File: src/rtl/tt_pin_host.sv
// Host-side driver for a Tiny Tapeout user-project pin interface: owns the DUT inputs,
// steps the DUT clock enable and returns sampled DUT outputs over a two-beat response stream.
module tt_pin_host #(
    parameter logic [7:0] UI_RESET  = 8'h00,
    parameter logic [7:0] UIO_RESET = 8'h00
) (
    input  logic       clk,
    input  logic       rst_n,
    input  logic       cmd_valid,
    output logic       cmd_ready,
    input  logic [2:0] cmd_op,
    input  logic [7:0] cmd_data,
    output logic       rsp_valid,
    input  logic       rsp_ready,
    output logic [7:0] rsp_data,
    output logic       rsp_last,
    output logic [7:0] dut_ui_in,
    output logic [7:0] dut_uio_in,
    output logic       dut_ena,
    output logic       dut_clk_en,
    input  logic [7:0] dut_uo_out,
    input  logic [7:0] dut_uio_out,
    input  logic [7:0] dut_uio_oe,
    output logic       conflict
);

    typedef enum logic [1:0] {IDLE, STEP, RSP0, RSP1} state_t;

    typedef enum logic [2:0] {
        OP_WRITE_UI  = 3'd0,
        OP_WRITE_UIO = 3'd1,
        OP_STEP      = 3'd2,
        OP_SAMPLE    = 3'd3,
        OP_CTRL      = 3'd4
    } op_t;

    state_t     state_q;
    logic [8:0] cnt_q;
    logic [7:0] ui_q;
    logic [7:0] uio_q;
    logic       ena_q;
    logic       clk_en_q;
    logic       rsp_valid_q;
    logic [7:0] rsp_data_q;
    logic       rsp_last_q;
    logic       conflict_q;
    logic [7:0] uio_cap_q;

    logic       cmd_fire;
    logic [7:0] uio_d;
    logic       uio_clash;
    logic [8:0] step_cnt_d;

    assign cmd_ready = (state_q == IDLE);
    assign cmd_fire  = cmd_valid && cmd_ready;

    // Bits the DUT is driving keep their host value; touching them raises the clash flag.
    always_comb begin
        uio_d      = (uio_q & dut_uio_oe) | (cmd_data & ~dut_uio_oe);
        uio_clash  = |((cmd_data ^ uio_q) & dut_uio_oe);
        step_cnt_d = (cmd_data == 8'd0) ? 9'd256 : {1'b0, cmd_data};
    end

    // NOTE: every state register is cleared by the async reset and assigned with <= only,
    // so a reset mid-STEP or mid-response abandons it in the same instant.
    always_ff @(posedge clk or negedge rst_n) begin
        if (!rst_n) begin
            state_q     <= IDLE;
            cnt_q       <= 9'd0;
            ui_q        <= UI_RESET;
            uio_q       <= UIO_RESET;
            ena_q       <= 1'b0;
            clk_en_q    <= 1'b0;
            rsp_valid_q <= 1'b0;
            rsp_data_q  <= 8'h00;
            rsp_last_q  <= 1'b0;
            conflict_q  <= 1'b0;
            uio_cap_q   <= 8'h00;
        end else begin
            case (state_q)
                IDLE: begin
                    if (cmd_fire) begin
                        case (op_t'(cmd_op))
                            OP_WRITE_UI: ui_q <= cmd_data;
                            OP_WRITE_UIO: begin
                                uio_q <= uio_d;
                                if (uio_clash) conflict_q <= 1'b1;
                            end
                            OP_STEP: begin
                                cnt_q    <= step_cnt_d;
                                clk_en_q <= 1'b1;
                                state_q  <= STEP;
                            end
                            OP_SAMPLE: begin
                                rsp_valid_q <= 1'b1;
                                rsp_data_q  <= dut_uo_out;
                                rsp_last_q  <= 1'b0;
                                uio_cap_q   <= dut_uio_out & dut_uio_oe;
                                state_q     <= RSP0;
                            end
                            OP_CTRL: begin
                                ena_q <= cmd_data[0];
                                if (cmd_data[1]) conflict_q <= 1'b0;
                            end
                            default: ;
                        endcase
                    end
                end
                STEP: begin
                    if (cnt_q == 9'd1) begin
                        clk_en_q <= 1'b0;
                        cnt_q    <= 9'd0;
                        state_q  <= IDLE;
                    end else begin
                        cnt_q <= cnt_q - 9'd1;
                    end
                end
                RSP0: begin
                    if (rsp_ready) begin
                        rsp_data_q <= uio_cap_q;
                        rsp_last_q <= 1'b1;
                        state_q    <= RSP1;
                    end
                end
                RSP1: begin
                    if (rsp_ready) begin
                        rsp_valid_q <= 1'b0;
                        rsp_data_q  <= 8'h00;
                        rsp_last_q  <= 1'b0;
                        state_q     <= IDLE;
                    end
                end
                default: state_q <= IDLE;
            endcase
        end
    end

    assign rsp_valid  = rsp_valid_q;
    assign rsp_data   = rsp_data_q;
    assign rsp_last   = rsp_last_q;
    assign dut_ui_in  = ui_q;
    assign dut_uio_in = uio_q;
    assign dut_ena    = ena_q;
    assign dut_clk_en = clk_en_q;
    assign conflict   = conflict_q;

endmodule
File: config.mk
export PLATFORM = sky130hd
export DESIGN_NAME = tt_pin_host
export DESIGN_NICKNAME = d
export VERILOG_FILES = /design/src/rtl/tt_pin_host.sv
export SDC_FILE = /design/constraint.sdc
export NUM_CORES = 1
export LEC_CHECK = 0
export CAP_MARGIN = 25
export CORE_MARGIN = 2
export CORE_UTILIZATION = 30
export DETAILED_ROUTE_END_ITERATION = 7
export DONT_BUFFER_PORTS = 1
export PLACE_DENSITY = 0.49
export SLEW_MARGIN = 25
export SYNTH_ARGS = -nofsm -noshare
export SYNTH_HDL_FRONTEND = slang
export SYNTH_SLANG_ARGS = --single-unit
File: constraint.sdc
create_clock -name clk -period 4.15 [get_ports clk]
set_input_delay 0.83 -clock clk [delete_from_list [all_inputs] [get_ports clk]]
set_output_delay 0.83 -clock clk [all_outputs]
set_load 0.01 [all_outputs]
# == Yosys cells after proc, flatten, opt, wreduce, memory -nomap -nowiden ==
# Index checks and enable logic that the tools add are counted.
# totals
ff_bits,48
input_bits,39
out_inout_bits,30
# classes
bitwise_logic,7
mux,31
n_addsub,1
reduce_logical,19
n_eq_ne,17
# ops
op,count
2-to-1 mux 9 bit,4
bitwise AND 8 bit,4
2-to-1 mux 8 bit,4
one-hot mux 8 bit (3 select lines),1
one-hot mux 9 bit (2 select lines),1
AND reduction 3 bit,5
AND reduction 5 bit,3
2-to-1 mux 1 bit,11
!= test 2 bit (second input constant),5
equality test 9 x 1 -> 1 bit (second input constant),1
subtractor 9 x 1 -> 9 bit (second input constant),1
logical NOT 8 bit,1
2-to-1 mux 2 bit,4
inverter 8 bit,1
OR 8 bit,1
one-hot mux 2 bit (4 select lines),1
AND reduction 4 bit,2
OR reduction 8 bit,1
XOR 8 bit,1
equality test 3 x 2 -> 1 bit (second input constant),2
!= test 2 x 1 -> 1 bit (second input constant),3
one-hot mux 1 bit (2 select lines),3
nonzero test 2 bit,3
equality test 2 bit (second input constant),2
10 further kinds,10

# == Logic depth before layout (Yosys ltp) ==
# Gate-level depths: netlist of run 1.
# depth
ltp_word,5
ltp_mapped,6
mapped_depth_nobuf,6

# == Least setup slack after synthesis of run 1 ==
# No wires, ideal clock.
# synth_path
path_type,input -> register
start,in cmd_op[0]
end,reg cnt_q[6]
setup_slack_ns,2.287
required_ns,4.023
n_path_buf,1
path_stages,4
arrival_time_ns,1.736
cell_sequence,nand4bb_4 a21o_1 buf_6 a221o_2
# synth_via
elab_chain_len,3
# synth_lines
element,line_no,source
from (decl),11,"input logic [2:0] cmd_op,"
equality test 3 x 2 -> 1 bit,83,case (op_t'(cmd_op))
!= test 2 x 1 -> 1 bit (no source line),--,
AND reduction 3 bit (no source line),--,
to (signal assigned),90,cnt_q <= step_cnt_d;
to (signal assigned),115,cnt_q <= cnt_q - 9'd1;
to (decl),38,logic [8:0] cnt_q;
# Every way passes these cells.
# A chain may end at the register's enable or synchronous reset.

# == Worst setup path in the final report of run 1 ==
# layout_path
start,reg state_q[1]
end,out cmd_ready
# layout_via
elab_chain_len,1
# layout_lines
element,line_no,source
from (decl),37,state_t state_q;
from (signal assigned),68,state_q <= IDLE;
from (signal assigned),92,state_q <= STEP;
from (signal assigned),99,state_q <= RSP0;
logical NOT 2 bit,54,assign cmd_ready = (state_q == IDLE);
to (decl),10,"output logic cmd_ready,"
# Every way passes these cells.

==> flow_metrics.tcl, run 1 <==
set metrics [dict create \
    synth.most_common_cell "dfrtp_1" \
    path_clk_slew_ns 0.09 \
    vias 1758 \
    die-area_um2 8700 \
    yosys_warnings 0 \
    avgSynthCellArea_um2 10.5 \
    io-pin-count 69 \
    grt_usage_pct 14.5 \
    crit_arrival_ns 1.27 \
    ant_nets 0 \
    multi_input_area_um2 1120 \
    hold_path_class "in2async" \
    drv_cap 0 \
    cts_tree "done" \
    power.density_nw_per_um2 696 \
    initial_core_util_pct 30.9 \
    htreeDepth 2 \
    die_w_um 93.3 \
    ctsLongestPathBuffers 2 \
    root_buffer "clkbuf_8" \
    synthFlopType "dfrtp_1" \
    synth_nets 268 \
    worst-path-max-fanout 15 \
    finalSetupViolations 0 \
    synth-edff-count 0 \
    ctsResizeCount 0 \
    port-buffer-count 0 \
    status "finished clean" \
    drive_gt1_share_pct 12.8 \
    design.core.area_um2 7730 \
    tightest_slew_ns 0.915 \
    hold_viol_final 0 \
    postCtsHoldBufs 0 \
    final_max_slew_viol_count 0 \
    max_freq_ghz 0.477 \
    period_share_pct 50.5 \
    detail_route.wl_per_cell_um 18.7 \
    endpoint_kind "output port" \
    tns_ns 0 \
    ys_seq_elements 48 \
    async_flop_share_pct 100 \
    startpoint_type "flip-flop" \
    grt_pass1_vias 1725 \
    yosysTopAreaCellShare_pct 50.2 \
    drc 0 \
    diodes 0 \
    cts_buffers 5 \
    yosysUniqueCellTypes 50 \
    grt_pass1_wl_um 9570 \
    grt-ovfl-total 0 \
    rows 32 \
    critical-path-top-delay-family "flip-flops" \
    firstDrtPassIters 4 \
    rsz0062_at_grt "false" \
    first_iter_violations 138 \
    gp_congestion 0.766 \
    clock-skew-final_ns 0.00869 \
    ys_top_cells_by_count "dfrtp_1 (48), nand2_1 (35), nor2_1 (18)" \
    syn_to_final_growth_pct 7.64 \
    cp.required_ns 3.32 \
    setup_slack_ns 2.05 \
    totalWireLength_um 6140 \
    fin_crit_ns 2.10 \
    p_leak_uw 0.00117 \
    crit_type "reg2out" \
    cts_setup_buffers 0 \
    insertion_delay_ns 0.31 \
    slew_headroom_pct 38.5 \
    antenna_found_initial 0 \
    dpl.hpwl_um 4500 \
    place_ws_ns 1.92 \
    synth_top_area_cell "dfrtp_1" \
    crit_buf_inv 0 \
    fillCellCount 790 \
    num-nets-final 269 \
    crit_chain "nor2_2" \
    vdd_drop_max_mv 0.231 \
    syn_area_um2 2390 \
    seq_area_frac_synth_pct 50.2 \
    clock-sinks 48 \
    syn_inst 227 \
    slowest_delay_ns 0.57 \
    drt-vias-per-instance 5.34 \
    cp_slowest_cell "dfrtp_1" \
    synthTopCellsByArea "dfrtp_1 (50%), mux2_2 (7.1%), nand2_1 (5.5%)" \
    die_h_um 93.3 \
    regArea_um2 1200 \
    grt_max_degree 49 \
]
[cells in the final DEF (no fill, tap or decap), types with 3 or more instances in the layout]
| cell type | instances |
|---|---|
| nand2_1 | 35 |
| a22oi_1 | 9 |
| nor2_1 | 18 |
| o21ai_0 | 8 |
| a21oi_1 | 4 |
| nand4b_1 | 3 |
| dfrtp_1 | 48 |
| inv_1 | 6 |
| a221o_1 | 4 |
| a31oi_1 | 3 |
| xor2_1 | 9 |
| nand3_1 | 13 |
| nand2b_1 | 4 |
| mux2_2 | 15 |
| clkbuf_8 | 5 |
| nor3_1 | 4 |
[where the power goes]
| part | total (uW) | switching [uW] | internal (uW) | leakage (uW) |
|---|---|---|---|---|
| combinational | 496 | 247 | 249 | 0.000505 |
| clock | 331 | 157 | 173 | 0.0000501 |
| sequential | 966 | 283 | 684 | 0.000617 |
[worst paths after layout]
check / from / end / depth (start not counted) / slack [ns]
hold / removal: rst_n / conflict / 0 / 0.21
setup reg to reg: state_q[1] / flip-flop / 4 / 2.15
setup / recovery: state_q[1] / cmd_ready / 1 / 2.05
max in group asynchronous: rst_n / rsp_data[1] / 0 / 3.85
hold reg to reg: uio_cap_q[7] / uio_cap_q[7] / 2 / 0.47
min in group clk: uio_cap_q[7] / uio_cap_q[7] / 2 / 0.47
[logic make-up after synthesis]
kind of cell / Yosys count / synth area share (%)
mux: 15 / 7.06
flops: 48 / 50.2
fa+ha+maj: 2 / 1.05
xor+xnor: 10 / 3.66
buf+inv: 12 / 3.03
compound gates: 45 / 14.0
simple gates: 95 / 21.0
[per-layer routing]
metal	wire, um	part of all wire [%]	vias to the layer above	track usage (%)
met3	520	8.5	7	5.24
met2	2810	46	57	21.9
met4	87	1.4	0	4.78
met1	2720	44	869	19.2
met5	0	0	-	0
li1	-	-	825	-
[layout make-up]
| type | count | area share (%) |
|---|---|---|
| Inverter | 6 | 0.875 |
| Clock buffer | 5 | 2.67 |
| Clock inverter | 1 | 1.17 |
| Sequential cell | 48 | 46.7 |
| Multi-Input combinational cell | 167 | 43.7 |
| Tap cell | 102 | 4.96 |
[worst reg2reg max path: cells and delay by family (launching register included)]
kind	cells	cell delay (ns)
and+or+nand+nor	3	0.97
DFF	1	0.57
muxes	1	0.35
[through the flow]
| stage | cell area, um^2 | power (uW) | util, % | hold slack, ns | instances |
|---|---|---|---|---|---|
| 4_1_cts | 2570 | 1810 | 33.2 | 0.202 | 329 |
| 2_1_floorplan | 2390 | 1370 | - | 0.431 | 227 |
| 3_5_place_dp | 2470 | 1480 | 31.9 | 0.458 | 323 |
| 5_1_grt | 2570 | 1930 | 33.3 | 0.190 | 329 |
| 6_report | 2570 | 1790 | 33.3 | 0.208 | 329 |
| 3_3_place_gp | 2470 | 1460 | 31.9 | 0.454 | 323 |
Note: power is estimated with default switching activity, not from simulation.
==> run 2: changes to the inputs <==
PLACE_DENSITY = 0.5   (was 0.49)
clock period = 1.8 ns   (was 4.15 ns; I/O delays follow)
==> run 2 against run 1 <==
Net effect: global-route usage is 0.99 points higher; routed wire length up 3.3%; clock skew fell by 0.00090 ns; clock power up 110%; first-iteration DRC count decreased by 1.4%; via count is 3.6% higher; final area grew 6.0%; non-clock buffer count rose by 17; power increased by 140%; combinational power increased to 3.0 times the previous value; clock-buffer cell count rose by 2; critical path depth grew 5; largest cell class unchanged.
==> flow_metrics.tcl, run 2 (synthesis gave the netlist of run 1 again) <==
set metrics [dict create \
    die-area_um2 8700 \
    max_freq_ghz 0.579 \
    first_iter_violations 136 \
    initial_core_util_pct 30.9 \
    detail_route.wl_per_cell_um 18.2 \
    setup_slack_ns 0.0720 \
    vdd_drop_max_mv 0.628 \
    mostFrequentLayoutCells "dfrtp_1 (48), nand2_1 (35), nor2_1 (18), mux2_2 (15), buf_4 (15)" \
    grt_usage_pct 15.5 \
    rows 32 \
    p_total_uw 4320 \
    cts_buffers 5 \
    critical-path-top-delay-family "simple AND/OR/NAND/NOR gates" \
    grt_pass1_vias 1815 \
    drive_gt1_share_pct 20.7 \
    drt-vias-per-instance 5.23 \
    hold_viol_final 0 \
    utilization_pct 35.3 \
    root_buffer "clkbuf_8" \
    cp.required_ns 2.05 \
    cp_slowest_cell "or4_4" \
    tns_ns 0 \
    dpl.hpwl_um 4770 \
    grt_pass1_wl_um 10200 \
    cts_tree "done" \
    totalWireLength_um 6350 \
    finalSetupViolations 0 \
    insertion_delay_ns 0.31 \
    htreeDepth 2 \
    final_max_slew_viol_count 0 \
    tightest_slew_ns 0.436 \
    crit_buf_inv 1 \
    diodes 0 \
    place_ws_ns 0.0787 \
    ant_nets 0 \
    power.density_nw_per_um2 1590 \
    fin_crit_ns 1.73 \
    grt_max_degree 49 \
    ctsLongestPathBuffers 2 \
    gp_congestion 0.791 \
    period_share_pct 96.0 \
    path_clk_slew_ns 0.09 \
    grt-ovfl-total 0 \
    drc 0 \
    design.core.area_um2 7730 \
    status "finished clean" \
    port-buffer-count 0 \
    firstDrtPassIters 4 \
    startpoint_type "flip-flop" \
    layout_commonest_cell "dfrtp_1" \
    crit_type "reg2reg" \
    crit_arrival_ns 1.97 \
    slew_headroom_pct 70.9 \
    num-nets-final 286 \
    crit_chain "inv_2 -> ha_2 -> or3b_4 -> or4_4 -> a21oi_2 -> a221o_2" \
    die_h_um 93.3 \
    slowest_delay_ns 0.43 \
    endpoint_kind "flip-flop" \
    vias 1821 \
    io-pin-count 69 \
    die_w_um 93.3 \
    antenna_found_initial 0 \
    drv_cap 0 \
    hold_path_class "in2reg" \
    clock-skew-final_ns 0.00780 \
    worst-path-max-fanout 3 \
    p_leak_uw 0.00126 \
    clock-sinks 48 \
    syn_to_final_growth_pct 14.1 \
]
run 2: layer usage:
| metal | GRT usage [%] | vias to the layer above | wire (um) |
|---|---|---|---|
| met2 | 21.6 | 62 | 2780 |
| met1 | 20.5 | 881 | 2720 |
| li1 | - | 867 | - |
| met5 | 0 | - | 0 |
| met3 | 7.33 | 11 | 678 |
| met4 | 6.00 | 0 | 174 |
run 2: final cells by class:
| cell class | instances | area (um^2) |
|---|---|---|
| timing repair buffer | 17 | 150 |
| clock inverter | 1 | 7.51 |
| fill | 804 | 5000 |
| tap | 102 | 128 |
| multi-input combinational | 167 | 1130 |
| clock buffer | 7 | 86.3 |
| sequential | 48 | 1200 |
| inverter | 6 | 22.5 |
run 2: power by group:
group | switching (uW) | internal (uW) | total (uW)
sequential | 575 | 1580 | 2150
combinational | 740 | 751 | 1490
clock | 370 | 313 | 683
run 2: timing repair:
item                       CTS  global route
setup endpoints to repair    0             1
setup buffers                0             1
hold buffers                 2             0
hold endpoints to repair    48             0
gates resized for setup      0             5
run 2: worst paths after layout:
kind                               start                          to  slack (ns)  cells past startpoint
min                        dut_uio_oe[1]                   flip-flop        0.15                      1
max in group asynchronous          rst_n                    cnt_q[6]        1.02                      2
max                             cnt_q[1]                    cnt_q[6]        0.07                      6
min in group asynchronous          rst_n  asynchronous set/reset pin        0.56                      2
max reg2reg                     cnt_q[1]                    cnt_q[6]        0.07                      6
min reg2reg                 uio_cap_q[7]                uio_cap_q[7]        0.47                      2
run 2: per-stage QoR:
stage          cell area [um^2]  std cells  hold WS (ns)
6_report                   2730        348         0.149
5_1_grt                    2730        348         0.142
4_1_cts                    2710        347         0.145
3_5_place_dp               2570        337        0.0650
3_3_place_gp               2570        337        0.0653
2_1_floorplan              2390        227        0.0644
==> run 3: changes to the inputs <==
CTS_CLUSTER_SIZE = 20   (was unset)
==> results of run 3 <==
The final DEF is identical to that of run 2; final timing and power are the same.
